### src/rtl/shift_xcvr_pkg.sv
// Shared types and helpers for the full-duplex shift engine.
//   xcvr_state_e : engine state (IDLE / SHIFT)
//   cnt_w()      : bit-counter width for a W-bit word
package shift_xcvr_pkg;

  typedef enum logic {
    IDLE  = 1'b0,
    SHIFT = 1'b1
  } xcvr_state_e;

  // Width of a counter holding 0..w-1. Clamped to 1 so that w==1 still gives a legal vector.
  function automatic int cnt_w(input int w);
    return (w > 1) ? $clog2(w) : 1;
  endfunction

endpackage

### src/rtl/tick_cnt.sv
// Modulo-N counter with clear and enable.
//   clk, rst : system clock, async active-high reset
//   clr_i    : force count to 0 (wins over en_i)
//   en_i     : advance by one, wrapping N-1 -> 0
//   cnt_o    : current count
//   last_o   : count == N-1
module tick_cnt
  import shift_xcvr_pkg::*;
#(
  parameter int N = 8
) (
  input  logic                clk,
  input  logic                rst,
  input  logic                clr_i,
  input  logic                en_i,
  output logic [cnt_w(N)-1:0] cnt_o,
  output logic                last_o
);

  localparam int CW = cnt_w(N);

  logic [CW-1:0] cnt_q, cnt_d;

  assign last_o = (cnt_q == CW'(N - 1));
  assign cnt_o  = cnt_q;

  always_comb begin
    cnt_d = cnt_q;
    if (clr_i)     cnt_d = '0;
    else if (en_i) cnt_d = last_o ? '0 : cnt_q + CW'(1);
  end

  always_ff @(posedge clk or posedge rst) begin
    if (rst) cnt_q <= '0;
    else     cnt_q <= cnt_d;
  end

endmodule

### src/rtl/shift_xcvr.sv
// Full-duplex serial shift engine: sends one W-bit word on sout_o while capturing
// W bits from sin_i, one bit per tick_i strobe. Everything runs on clk.
//   clk, rst    : system clock, async active-high reset
//   tick_i      : bit-period strobe (one clk per bit)
//   tx_data_i   : word to send, captured on accept (tx_valid_i & tx_ready_o)
//   tx_valid_i  : tx_data_i valid
//   tx_ready_o  : engine accepts a word this cycle
//   sout_o      : serial out, IDLE_LVL while no word is in flight
//   sin_i       : serial in, already synchronous to clk
//   rx_data_o   : last completed received word
//   rx_valid_o  : one-clk pulse when rx_data_o updates
//   busy_o      : word in flight
module shift_xcvr
  import shift_xcvr_pkg::*;
#(
  parameter int   W         = 8,
  parameter bit   LSB_FIRST = 1'b0,
  parameter logic IDLE_LVL  = 1'b1
) (
  input  logic         clk,
  input  logic         rst,
  input  logic         tick_i,
  input  logic [W-1:0] tx_data_i,
  input  logic         tx_valid_i,
  output logic         tx_ready_o,
  output logic         sout_o,
  input  logic         sin_i,
  output logic [W-1:0] rx_data_o,
  output logic         rx_valid_o,
  output logic         busy_o
);

  localparam int CW = cnt_w(W);

  xcvr_state_e   state_q, state_d;
  logic [W-1:0]  tx_sh_q, tx_sh_d;
  logic [W-1:0]  rx_sh_q, rx_sh_d;
  logic [W-1:0]  rx_data_q, rx_data_d;
  logic          rx_valid_q, rx_valid_d;
  logic [CW-1:0] bit_cnt;
  logic          last;
  logic          shifting, final_tick, accept;

  assign shifting   = (state_q == SHIFT);
  // W-th tick of a word: the slot where a follow-on word is taken with no idle bit.
  assign final_tick = shifting & tick_i & last;
  assign tx_ready_o = (state_q == IDLE) | final_tick;
  assign accept     = tx_valid_i & tx_ready_o;

  // Counter clears on every accept, so a tick in the accept cycle is ignored and
  // the first bit always lasts a full tick period.
  tick_cnt #(.N(W)) u_bit_cnt (
    .clk    (clk),
    .rst    (rst),
    .clr_i  (accept),
    .en_i   (shifting & tick_i),
    .cnt_o  (bit_cnt),
    .last_o (last)
  );

  // Bit position is only needed through last; the raw count is kept for probing.
  logic unused_bit_cnt;
  assign unused_bit_cnt = ^bit_cnt;

  always_comb begin
    state_d    = state_q;
    tx_sh_d    = tx_sh_q;
    rx_sh_d    = rx_sh_q;
    rx_data_d  = rx_data_q;
    rx_valid_d = 1'b0;
    case (state_q)
      IDLE: begin
        if (accept) begin
          tx_sh_d = tx_data_i;
          state_d = SHIFT;
        end
      end
      SHIFT: begin
        if (tick_i) begin
          if (LSB_FIRST) begin
            rx_sh_d = {sin_i, rx_sh_q[W-1:1]};
            tx_sh_d = {1'b0, tx_sh_q[W-1:1]};
          end else begin
            rx_sh_d = {rx_sh_q[W-2:0], sin_i};
            tx_sh_d = {tx_sh_q[W-2:0], 1'b0};
          end
          if (last) begin
            // Completed word includes the bit sampled on this tick.
            rx_data_d  = rx_sh_d;
            rx_valid_d = 1'b1;
            if (accept) tx_sh_d = tx_data_i;
            else        state_d = IDLE;
          end
        end
      end
      default: state_d = IDLE;
    endcase
  end

  always_ff @(posedge clk or posedge rst) begin
    if (rst) begin
      state_q    <= IDLE;
      tx_sh_q    <= '0;
      rx_sh_q    <= '0;
      rx_data_q  <= '0;
      rx_valid_q <= 1'b0;
    end else begin
      state_q    <= state_d;
      tx_sh_q    <= tx_sh_d;
      rx_sh_q    <= rx_sh_d;
      rx_data_q  <= rx_data_d;
      rx_valid_q <= rx_valid_d;
    end
  end

  assign sout_o     = shifting ? (LSB_FIRST ? tx_sh_q[0] : tx_sh_q[W-1]) : IDLE_LVL;
  assign busy_o     = shifting;
  assign rx_data_o  = rx_data_q;
  assign rx_valid_o = rx_valid_q;

endmodule
### config.mk
export PLATFORM = sky130hd
export DESIGN_NAME = shift_xcvr
export DESIGN_NICKNAME = d
export VERILOG_FILES = /design/src/rtl/shift_xcvr_pkg.sv /design/src/rtl/tick_cnt.sv /design/src/rtl/shift_xcvr.sv
export SDC_FILE = /design/constraint.sdc
export NUM_CORES = 1
export LEC_CHECK = 0
export BUFFER_PORTS_ARGS = -buffer_cell sky130_fd_sc_hd__buf_2
export CAP_MARGIN = 20
export CORE_ASPECT_RATIO = 1.25
export CORE_MARGIN = 2
export CORE_UTILIZATION = 50
export CTS_CLUSTER_SIZE = 24
export DETAILED_ROUTE_END_ITERATION = 6
export HOLD_SLACK_MARGIN = 0.1
export MAX_ROUTING_LAYER = met4
export PLACE_DENSITY = 0.85
export SYNTH_ARGS = -nofsm -noshare
export SYNTH_HDL_FRONTEND = slang
export SYNTH_SLANG_ARGS = --single-unit
### constraint.sdc
create_clock -name clk -period 4.3 [get_ports clk]
set_input_delay 0.43 -clock clk [delete_from_list [all_inputs] [get_ports clk]]
set_output_delay 0.43 -clock clk [all_outputs]
set_load 0.01 [all_outputs]
# == Word level (Yosys, flattened, before mapping) ==
# Cells that the tools add are included.
# W data, S select, Z words.
# totals
elab_cells,35
reg_bits,28
input_bits,13
# op_classes
bitwise_logic,5
eq_ne,3
mux,16
addsub,1
n_reduce_logical,4
# op_table
op,count
$mux W8,4
$pmux W8 S2,1
$mux W3,3
$mux W1,7
$ne A2 B2 Y1 const B,2
$reduce_and A2 Y1,2
$add A3 B1 Y3 const B,1
$and A1 B1 Y1,3
$eq A3 B3 Y1 const B,1
$reduce_and A3 Y1,1
$pmux W1 S2,1
$reduce_bool A2 Y1,1
$not A1 Y1,1
$or A1 B1 Y1,1

# == Logic depth before layout (Yosys ltp) ==
# Gate-level depths: netlist of run 1.
# logic_depth
ltp_word,8
mapped_depth,7
depth_no_buf,5

# == By module ==
# Synthesis of run 1 repeated with hierarchy kept, for this count alone.
# hier_totals
cells_unflattened,101
hier_area_um2,1208.7
# by_module_without_submodules
mod,instances,cells_each,area_per_inst_um2
shift_xcvr,1,88,1053.5
tick_cnt,1,13,155.1

# == Worst setup path before layout of run 1 ==
# No wires, ideal clock.
# synth_path
path_kind,register to register
startpoint,register u_bit_cnt.cnt_q[0] (netlist: u_bit_cnt.cnt_o[0])
endpoint,register rx_data_q[0] (netlist: rx_data_o[0])
path_slack_ns,2.805
required_ns,4.175
path_buffers,1
arrival_ns,1.370
path_stages_with_launch,6
cell_sequence,dfrtp_1 ha_1 ha_1 clkbuf_2 nand3_2 mux2_2
# synth_between
elab_chain_len,2
# synth_lines
element,line_no,rtl
"start, declared",tick_cnt.sv:22,"logic [CW-1:0] cnt_q, cnt_d;"
"start signal, assigned",tick_cnt.sv:35,else cnt_q <= cnt_d;
$eq A3 B3 Y1,tick_cnt.sv:24,assign last_o = (cnt_q == CW'(N - 1));
$reduce_and A3 Y1 (no source line),n/a,
"end signal, assigned",shift_xcvr.sv:111,rx_data_q <= rx_data_d;
"end, declared",shift_xcvr.sv:38,"logic [W-1:0] rx_data_q, rx_data_d;"
# No other way between the ends.
# A chain may end at the register's enable or synchronous reset.

# == Final worst setup path of run 1 ==
# layout_path
startpoint,register u_bit_cnt.cnt_q[0] (netlist: u_bit_cnt.cnt_o[0])
endpoint,output tx_ready_o
# layout_between
elab_chain_len,3
# layout_lines
element,line_no,rtl
$eq A3 B3 Y1,tick_cnt.sv:24,
$and A1 B1 Y1,shift_xcvr.sv:46,assign final_tick = shifting & tick_i & last;
$or A1 B1 Y1,shift_xcvr.sv:47,assign tx_ready_o = (state_q == IDLE) | final_tick;
"end, declared",shift_xcvr.sv:25,"output logic tx_ready_o,"
# No other way between the ends.

==> results of run 1 <==
-- metal layers --
metal | vias up | part of all wire [%] | GRT usage, %
met5 | - | 0 | -
met1 | 431 | 43 | 21.62
met3 | 2 | 5.1 | 2.020
li1 | 417 | - | -
met4 | 0 | 0.28 | 6.122
met2 | 29 | 52 | 29.37
-- where the power goes --
| part | switching [W] | leakage (nW) | internal, W |
|---|---|---|---|
| clock network | 0.0000672 | 0.0138 | 0.0000327 |
| logic | 0.000116 | 0.315 | 0.000135 |
| registers | 0.0000630 | 0.331 | 0.000364 |
-- stage by stage --
step	cell area (um2)	total power (W)	hold WS, ns	setup slack [ns]	util (%)
floorplan	1236	0.0005966	0.4496	2.805	-
global placement	1353	0.0006619	0.4701	2.743	56.30
detailed placement	1353	0.0006839	0.4738	2.650	56.30
CTS	1375	0.0007852	0.3413	2.315	57.24
global route	1413	0.0008373	0.3321	2.203	58.80
finish	1413	0.0007784	0.3588	2.326	58.80
-- area by class of cell --
cell class / instances / area (um2)
Sequential cell: 28 / 700.7
Clock buffer: 3 / 22.52
Tap cell: 33 / 41.29
Inverter: 3 / 11.26
Fill cell: 222 / 989.7
Multi-Input combinational cell: 69 / 479.2
Timing Repair Buffer: 26 / 157.7
-- kinds of logic after synthesis --
logic type / count (synthesis) / synth area share [%]
and+or+nand+nor: 22 / 8.300
AOI/OAI and AO/OA: 28 / 12.75
buffers and inverters: 9 / 4.554
muxes: 17 / 15.69
adders and majority gates: 2 / 2.024
DFF: 28 / 56.68
-- sequential cells by signal (all words and copies together) (netlist names) --
register	count
busy_o	1
rx_data_o	8
rx_sh_q	7
rx_valid_o	1
tx_sh_q	8
u_bit_cnt.cnt_o	3
-- worst register-to-register path: stages (launching register included) --
cell and delay, ns:
dfrtp_1 0.75, mux2i_2 0.61, a31oi_1 0.09, a21oi_1 0.19
-- synthesized netlist by cell type, types with 2 or more instances --
cell	instances	area [um2]
dfrtp_1	28	700.7
mux2_2	16	180.2
nor2_1	11	41.29
a21oi_1	9	45.04
a31oi_1	8	50.05
o21ai_0	8	40.04
nand2_1	4	15.01
inv_1	3	11.26
buf_2	2	10.01
buf_6	2	22.52
ha_1	2	25.02
nand2b_1	2	12.51
-- placed cells by master (no fill, tap or decap), types with 3 or more instances in the layout --
cell type,instances
mux2_2,16
clkbuf_4,3
nand2_1,4
a31oi_1,8
nor2_1,11
a21oi_1,9
o21ai_0,8
inv_1,3
buf_2,24
dfrtp_1,28
-- worst paths after layout --
path | startpoint | to | slack, ns | depth (start not counted)
setup / recovery | u_bit_cnt.cnt_o[0] | tx_ready_o | 2.33 | 5
hold / removal | tx_data_i[2] | tx_sh_q[2] | 0.36 | 3
setup reg to reg | busy_o | tx_sh_q[3] | 2.60 | 3
hold reg to reg | tx_sh_q[0] | tx_sh_q[0] | 0.50 | 2
max in group asynchronous | rst | rx_valid_o | 3.38 | 4
min in group asynchronous | rst | rx_sh_q[0] | 0.54 | 3
==> results.sh, run 1 <==
export IMPL_status="complete, no violations"
export IMPL_ir_drop_uv=322.8
export IMPL_drt_iter0_markers=20
export IMPL_antenna_found_initial=0
export IMPL_wl_per_cell_um=13.44
export IMPL_grt_max_degree=29
export IMPL_maxSlewHeadroom_pct=59.83
export IMPL_critPathBufInv=1
export IMPL_grt_pass1_vias=833
export IMPL_pwr_density_cell_nw_per_um2=551.1
export IMPL_crit_path_end_kind="output pin"
export IMPL_async_flop_share_pct=100.0
export IMPL_hpwl_um=1557
export IMPL_timing_final_crit_share_pct=45.90
export IMPL_row_count=20
export IMPL_cts_made_buffers=3
export IMPL_gp_congestion=0.7593
export IMPL_synth_distinct_cells=23
export IMPL_die_area_um2=2889
export IMPL_crit_family="adder cells"
export IMPL_nNetsFinal=146
export IMPL_clkTransAtPathRegs_ns=0.13
export IMPL_grt_overflow=0
export IMPL_finalHoldViolCount=0
export IMPL_postCtsSetupBuffers=0
export IMPL_cp_arrival_ns=1.54
export IMPL_hp_class="primary input to flop"
export IMPL_cts_hold_buf=0
export IMPL_cts_root_buf="clkbuf_4"
export IMPL_layout_drive_gt1_share_pct=36.43
export IMPL_critPathSlowestCell="dfrtp_1"
export IMPL_syn_area_per_cell_um2=11.66
export IMPL_syn_nets=121
export IMPL_crit_required_ns=3.87
export IMPL_io_pins=25
export IMPL_drv_slew=0
export IMPL_fmaxAchievable_mhz=506.7
export IMPL_vias=879
export IMPL_cts_max_level=1
export IMPL_rsz0062_at_grt="no"
export IMPL_chipWidth_um=48.48
export IMPL_setup_viol=0
export IMPL_syn_area_um2=1236
export IMPL_routed_wl_um=2177
export IMPL_ys_ff_latch=28
export IMPL_cts_sinks=28
export IMPL_p_leak_nw=0.6599
export IMPL_stdcell_count=162
export IMPL_synth_edf_count=0
export IMPL_cp_max_fo=7
export IMPL_finClkSkew_ns=0.004038
export IMPL_drc=0
export IMPL_synth_warning_count=0
export IMPL_critPathKind="flop to output pin"
export IMPL_clock_path_buffers=2
export IMPL_area_delta_synth_final_pct=14.27
export IMPL_cts_tree="done"
export IMPL_worst_slew_pin_slew_ns=0.6025
export IMPL_diodes=0
export IMPL_core_um2=2402
export IMPL_grt_pass1_wl_um=3739
export IMPL_track_usage_pct=17.21
export IMPL_critPathMaxStageDelay_ns=0.42
export IMPL_yosysSeqAreaShare_pct=56.68
export IMPL_cts_resized=0
export IMPL_syn_inst=106
export IMPL_vias_per_cell=5.426
export IMPL_min_period_ns=1.974
export IMPL_clk_latency_ns=0.31
export IMPL_timing_setup_tns_ns=0
export IMPL_die_h_um=59.59
export IMPL_antenna_left=0
export IMPL_cp_cell_sequence="ha_1 -> ha_1 -> nand2_1 -> nand2_1 -> buf_2"
export IMPL_place_port_buffers=24
export IMPL_synthFlopType="dfrtp_1"
export IMPL_start_kind="flop"
export IMPL_initial_core_util_pct=51.46
export IMPL_maxCapViolations=0
export IMPL_firstDrtPassIters=5
export IMPL_dp_cells=157
Power figures use the tool's default switching activity.
==> run 2, diff against run 1 <==
--- a/config.mk
+++ b/config.mk
@@ -5,16 +5,17 @@
 export SDC_FILE = /design/constraint.sdc
 export NUM_CORES = 1
 export LEC_CHECK = 0
+export ABC_AREA = 1
 export BUFFER_PORTS_ARGS = -buffer_cell sky130_fd_sc_hd__buf_2
 export CAP_MARGIN = 20
 export CORE_ASPECT_RATIO = 1.25
 export CORE_MARGIN = 2
-export CORE_UTILIZATION = 50
+export CORE_UTILIZATION = 47
 export CTS_CLUSTER_SIZE = 24
 export DETAILED_ROUTE_END_ITERATION = 6
 export HOLD_SLACK_MARGIN = 0.1
 export MAX_ROUTING_LAYER = met4
-export PLACE_DENSITY = 0.85
+export PLACE_DENSITY = 0.84
 export SYNTH_ARGS = -nofsm -noshare
 export SYNTH_HDL_FRONTEND = slang
 export SYNTH_SLANG_ARGS = --single-unit
==> constraint.sdc (replaced) <==
create_clock -name clk -period 1.7 [get_ports clk]
set_input_delay 0.17 -clock clk [delete_from_list [all_inputs] [get_ports clk]]
set_output_delay 0.17 -clock clk [all_outputs]
set_load 0.01 [all_outputs]
==> results.sh, run 2 <==
export IMPL_status="complete, no violations"
export IMPL_critPathKind="flop to output pin"
export IMPL_cts_made_buffers=3
export IMPL_grt_pass1_wl_um=4077
export IMPL_syn_area_per_cell_um2=8.426
export IMPL_final_common_cell="nand2_1"
export IMPL_vias_per_cell=4.671
export IMPL_synthFlopType="dfrtp_1"
export IMPL_fmaxAchievable_mhz=621.1
export IMPL_antenna_found_initial=0
export IMPL_ir_drop_uv=739.0
export IMPL_grt_use_met3_pct=3.641
export IMPL_synth_top_area_cell="dfrtp_1"
export IMPL_io_pins=25
export IMPL_layout_drive_gt1_share_pct=23.89
export IMPL_rr_worst_depth=8
export IMPL_rr_startpoint="u_bit_cnt.cnt_o[0]"
export IMPL_crit_path_end_kind="output pin"
export IMPL_synthMuxAreaShare_pct=0
export IMPL_synth_top_area_share_pct=56.57
export IMPL_synth_compound_area_share_pct=7.071
export IMPL_die_h_um=61.40
export IMPL_min_period_ns=1.610
export IMPL_gp_congestion=0.7816
export IMPL_p_sw_share_pct=34.53
export IMPL_core_um2=2477
export IMPL_postLayoutCoreUtil_pct=60.10
export IMPL_p_comb_share_pct=34.9
export IMPL_grt_overflow=0
export IMPL_syn_area_um2=1239
export IMPL_antenna_left=0
export IMPL_cts_root_buf="clkbuf_4"
export IMPL_nNetsFinal=197
export IMPL_use_met2_pct=32.95
export IMPL_nFillCells=227
export IMPL_synth_edf_count=0
export IMPL_p_leak_nw=0.8476
export IMPL_maxSlewHeadroom_pct=77.28
export IMPL_drv_slew=0
export IMPL_routed_wl_um=2236
export IMPL_pwr_density_cell_nw_per_um2=1303
export IMPL_synth_xor_area_share_pct=0
export IMPL_drc=0
export IMPL_synth_most_common_cell="nand2_1"
export IMPL_grt_pass1_vias=1031
export IMPL_firstDrtPassIters=4
export IMPL_net_switching_power_w=0.0006701
export IMPL_finClkSkew_ns=0.003387
export IMPL_hold_depth=5
export IMPL_synth_distinct_cells=16
export IMPL_synth_top_family_by_area="simple AND/OR/NAND/NOR gates"
export IMPL_maxCapViolations=0
export IMPL_yosys_area_share_simple_pct=23.33
export IMPL_timing_final_crit_share_pct=94.71
export IMPL_vias=995
export IMPL_use_met1_pct=20.19
export IMPL_synth_adder_area_share_pct=2.020
export IMPL_clkTransAtPathRegs_ns=0.13
export IMPL_cp_arrival_ns=1.44
export IMPL_die_area_um2=3065
export IMPL_syn_nets=162
export IMPL_most_common_layout_cells="46 x nand2_1, 27 x dfrtp_1, 26 x inv_1"
export IMPL_hp_class="primary input to flop"
export IMPL_grt_max_degree=29
export IMPL_synth_warning_count=0
export IMPL_hpwl_um=1700
export IMPL_stdcell_count=213
export IMPL_yosysSeqAreaShare_pct=56.57
export IMPL_setup_viol=0
export IMPL_seq_power_share_pct=52.4
export IMPL_crit_required_ns=1.53
export IMPL_total_power_w=0.001941
export IMPL_drt_iter0_markers=22
export IMPL_track_usage_pct=18.09
export IMPL_dp_cells=204
export IMPL_diodes=0
export IMPL_chipWidth_um=49.92
export IMPL_hp_start="tx_data_i[1]"
export IMPL_cp_max_fo=2
export IMPL_syn_inst=147
export IMPL_cts_max_level=1
export IMPL_worst_slew_pin_slew_ns=0.3408
export IMPL_ys_ff_latch=28
export IMPL_clk_latency_ns=0.31
export IMPL_cts_sinks=28
export IMPL_row_count=20
export IMPL_grt_busiest_layer="met2"
export IMPL_initial_core_util_pct=50.00
export IMPL_critPathLaunch="u_bit_cnt.cnt_o[0]"
export IMPL_start_kind="flop"
export IMPL_synthTopCellsByArea="dfrtp_1 57%, nand2_1 14%, inv_1 8.2%, nand3_1 6.9%, o21ai_0 3.2%"
export IMPL_clock_path_buffers=2
export IMPL_area_delta_synth_final_pct=20.20
export IMPL_holdWs_ns=0.1564
export IMPL_pwr_share_clk_pct=12.8
export IMPL_p_int_w=0.001271
export IMPL_wl_per_cell_um=10.50
export IMPL_async_flop_share_pct=100.0
export IMPL_synth_common_cells="47 x nand2_1, 28 x dfrtp_1, 27 x inv_1"
export IMPL_place_port_buffers=24
export IMPL_finalHoldViolCount=0
export IMPL_cts_tree="done"
==> run 2: per-stage QoR <==
step | setup WS (ns) | TNS (ns) | area (um2)
2_1_floorplan | 0.3653 | 0 | 1239
3_3_place_gp | 0.3009 | 0 | 1403
3_5_place_dp | 0.2154 | 0 | 1403
4_1_cts | 0.003686 | 0 | 1468
5_1_grt | -0.01462 | -0.01462 | 1489
6_report | 0.08992 | 0 | 1489
==> run 2: power groups by stage <==
| stage | Clock (W) | Sequential, W | Combinational (W) |
|---|---|---|---|
| final | 0.000248 | 0.00102 | 0.000677 |
| after global routing | 0.000287 | 0.00105 | 0.000800 |
| after CTS | 0.000266 | 0.00102 | 0.000674 |
| after detailed placement | 0 | 0.00103 | 0.000660 |
| after global placement | 0 | 0.00102 | 0.000626 |
| after floorplan | 0 | 0.00104 | 0.000418 |
==> run 2: worst paths after layout <==
kind	slack [ns]	endpoint
max	0.09	tx_ready_o
max in group asynchronous	0.99	busy_o
max reg2reg	0.12	tx_sh_q[7]
min	0.16	tx_sh_q[1]
min reg2reg	0.49	tx_sh_q[1]
min in group asynchronous	0.44	tx_sh_q[2]
==> run 2: cells by family (layout without fill, tap and decap cells) <==
kind of cell / Yosys count / count (layout)
simple gates: 67 / 67
buf+inv: 33 / 66
flops: 28 / 28
compound gates: 17 / 17
fa+ha+maj: 2 / 2
==> run 2: final cells by class <==
class / count / area (um2) / share of cell area (%)
inverter: 29 / 108.9 / 7.311
clock buffer: 3 / 22.52 / 1.513
sequential: 28 / 701.9 / 47.14
multi-input combinational: 86 / 409.1 / 27.48
timing repair buffer: 34 / 205.2 / 13.78
tap: 33 / 41.29 / 2.773
==> run 2: critical path, stage by stage (launching register included) <==
cell     delay [ns]
dfrtp_1        0.41
ha_2           0.19
ha_2           0.18
inv_2          0.07
nor2_4         0.04
inv_2          0.06
nand2_2        0.05
buf_2          0.14
==> run 2: routing by layer <==
metal	vias to the layer above	part of all wire, %
li1	516	-
met1	460	45
met2	17	52
met3	2	2.6
met4	0	0.45
met5	-	0
==> run 2: repair_timing <==
action | 4_1_cts | 5_1_grt
pin swaps | 0 | 1
gates cloned | 0 | 0
hold buffers | 4 | 0
resized for setup | 2 | 3
setup buffers | 0 | 2
endpoints found under the setup margin | 1 | 1
hold endpoints to repair | 31 | 0
==> run 3, diff against run 2 <==
--- a/config.mk
+++ b/config.mk
@@ -16,6 +16,7 @@
 export HOLD_SLACK_MARGIN = 0.1
 export MAX_ROUTING_LAYER = met4
 export PLACE_DENSITY = 0.84
+export RECOVER_POWER = 25
 export SYNTH_ARGS = -nofsm -noshare
 export SYNTH_HDL_FRONTEND = slang
 export SYNTH_SLANG_ARGS = --single-unit
==> results.sh, run 3 (same netlist as run 2, synthesis figures left out) <==
export IMPL_chipWidth_um=49.92
export IMPL_worst_slew_pin_slew_ns=0.6648
export IMPL_die_area_um2=3065
export IMPL_vias_per_cell=4.685
export IMPL_antenna_left=0
export IMPL_min_period_ns=1.609
export IMPL_rr_startpoint="u_bit_cnt.cnt_o[0]"
export IMPL_r2r_setup_slack_ns=0.11
export IMPL_net_switching_power_w=0.0006710
export IMPL_p_leak_nw=0.8469
export IMPL_start_kind="flop"
export IMPL_core_um2=2477
export IMPL_drv_slew=0
export IMPL_place_port_buffers=24
export IMPL_row_count=20
export IMPL_status="complete, no violations"
export IMPL_p_int_w=0.001270
export IMPL_maxCapViolations=0
export IMPL_clkTransAtPathRegs_ns=0.13
export IMPL_pwr_density_cell_nw_per_um2=1306
export IMPL_track_usage_pct=18.09
export IMPL_grt_max_degree=29
export IMPL_setup_viol=0
export IMPL_final_common_cell="nand2_1"
export IMPL_cp_max_fo=2
export IMPL_endpoint="tx_ready_o"
export IMPL_ir_drop_uv=739.3
export IMPL_diodes=0
export IMPL_cts_sinks=28
export IMPL_cts_made_buffers=3
export IMPL_crit_required_ns=1.53
export IMPL_met2_length_um=1163
export IMPL_die_h_um=61.40
export IMPL_gp_congestion=0.7816
export IMPL_cts_tree="done"
export IMPL_routed_wl_um=2239
export IMPL_rr_worst_depth=8
export IMPL_finalHoldViolCount=0
export IMPL_p_sw_share_pct=34.57
export IMPL_place_ws_ns=0.2154
export IMPL_wl_per_cell_um=10.51
export IMPL_postLayoutCoreUtil_pct=60.00
export IMPL_hp_class="primary input to flop"
export IMPL_grt_overflow=0
export IMPL_routed_top_layer="met4"
export IMPL_cts_max_level=1
export IMPL_hpwl_um=1700
export IMPL_hp_start="tx_data_i[1]"
export IMPL_cp_arrival_ns=1.44
export IMPL_area_delta_synth_final_pct=20.00
export IMPL_wl_met1_um=992
export IMPL_setup_slack_ns=0.09067
export IMPL_cts_root_buf="clkbuf_4"
export IMPL_clk_latency_ns=0.31
export IMPL_nNetsFinal=197
export IMPL_r2r_end="tx_sh_q[7]"
export IMPL_vias=998
export IMPL_pwr_share_clk_pct=12.8
export IMPL_clock_path_buffers=2
export IMPL_maxSlewHeadroom_pct=55.68
export IMPL_hold_depth=5
export IMPL_initial_core_util_pct=50.00
export IMPL_drc=0
export IMPL_seq_power_share_pct=52.4
export IMPL_dr_wl_met3_um=72
export IMPL_crit_path_end_kind="output pin"
export IMPL_drt_iter0_markers=21
export IMPL_p_comb_share_pct=34.9
export IMPL_finClkSkew_ns=0.003315
export IMPL_critPathKind="flop to output pin"
export IMPL_timing_final_crit_share_pct=94.67
export IMPL_most_common_layout_cells="46 x nand2_1, 27 x dfrtp_1, 26 x inv_1"
export IMPL_grt_pass1_wl_um=4077
export IMPL_io_pins=25
export IMPL_firstDrtPassIters=4
export IMPL_nFillCells=226
export IMPL_fmaxAchievable_mhz=621.4
export IMPL_grt_pass1_vias=1031
export IMPL_layout_drive_gt1_share_pct=23.89
export IMPL_antenna_found_initial=0
export IMPL_critPathLaunch="u_bit_cnt.cnt_o[0]"
-- run 3: power by group through the flow --
stage	logic [W]	registers [W]	clock network [W]
after detailed placement	0.000660	0.00103	0
after floorplan	0.000418	0.00104	0
after global routing	0.000799	0.00105	0.000287
after global placement	0.000626	0.00102	0
final	0.000676	0.00102	0.000248
after CTS	0.000674	0.00102	0.000266
-- run 3: metrics by stage --
step           hold slack (ns)  power (W)  instance area, um2  TNS (ns)  std cells
2_1_floorplan           0.2354   0.001460                1239         0        147
3_5_place_dp            0.2511   0.001692                1403         0        204
6_report                0.1564   0.001941                1486         0        213
4_1_cts                 0.1341   0.001958                1468         0        211
3_3_place_gp            0.2406   0.001642                1403         0        204
5_1_grt                 0.1640   0.002135                1486  -0.01462        213
-- run 3: how the worst min path moves through the flow --
stage | to | slack, ns
2_1_floorplan | busy_o | 0.24
3_3_place_gp | tx_sh_q[2] | 0.24
3_5_place_dp | tx_sh_q[1] | 0.25
4_1_cts | rx_valid_o | 0.13
5_1_grt | tx_sh_q[3] | 0.16
6_report | tx_sh_q[1] | 0.16
-- run 3: worst max-delay path, stage by stage, from the launching register on --
cell	delay (ns)
dfrtp_1	0.41
ha_2	0.19
ha_2	0.18
inv_2	0.07
nor2_4	0.04
inv_2	0.06
nand2_2	0.05
buf_2	0.14
-- run 3: final cells by class --
| cell class | instances | area (um2) | share of cell area, % |
|---|---|---|---|
| well taps | 33 | 41.29 | 2.778 |
| flip-flops and latches | 28 | 701.9 | 47.22 |
| repair buffers | 34 | 202.7 | 13.64 |
| clock buffers | 3 | 22.52 | 1.515 |
| multi-input cells | 86 | 409.1 | 27.53 |
| inverters | 29 | 108.9 | 7.323 |
-- run 3: layer usage --
metal,track usage [%],vias to the layer above
li1,-,516
met1,20.19,461
met2,32.95,19
met3,3.641,2
met4,5.556,0
met5,-,-
-- run 3: timing repair --
item / 4_1_cts / 5_1_grt
setup buffers: 0 / 2
pin swaps: 0 / 1
setup endpoints to repair: 1 / 1
endpoints found under the hold margin: 31 / 0
gates resized for setup: 2 / 3
hold buffers: 4 / 0
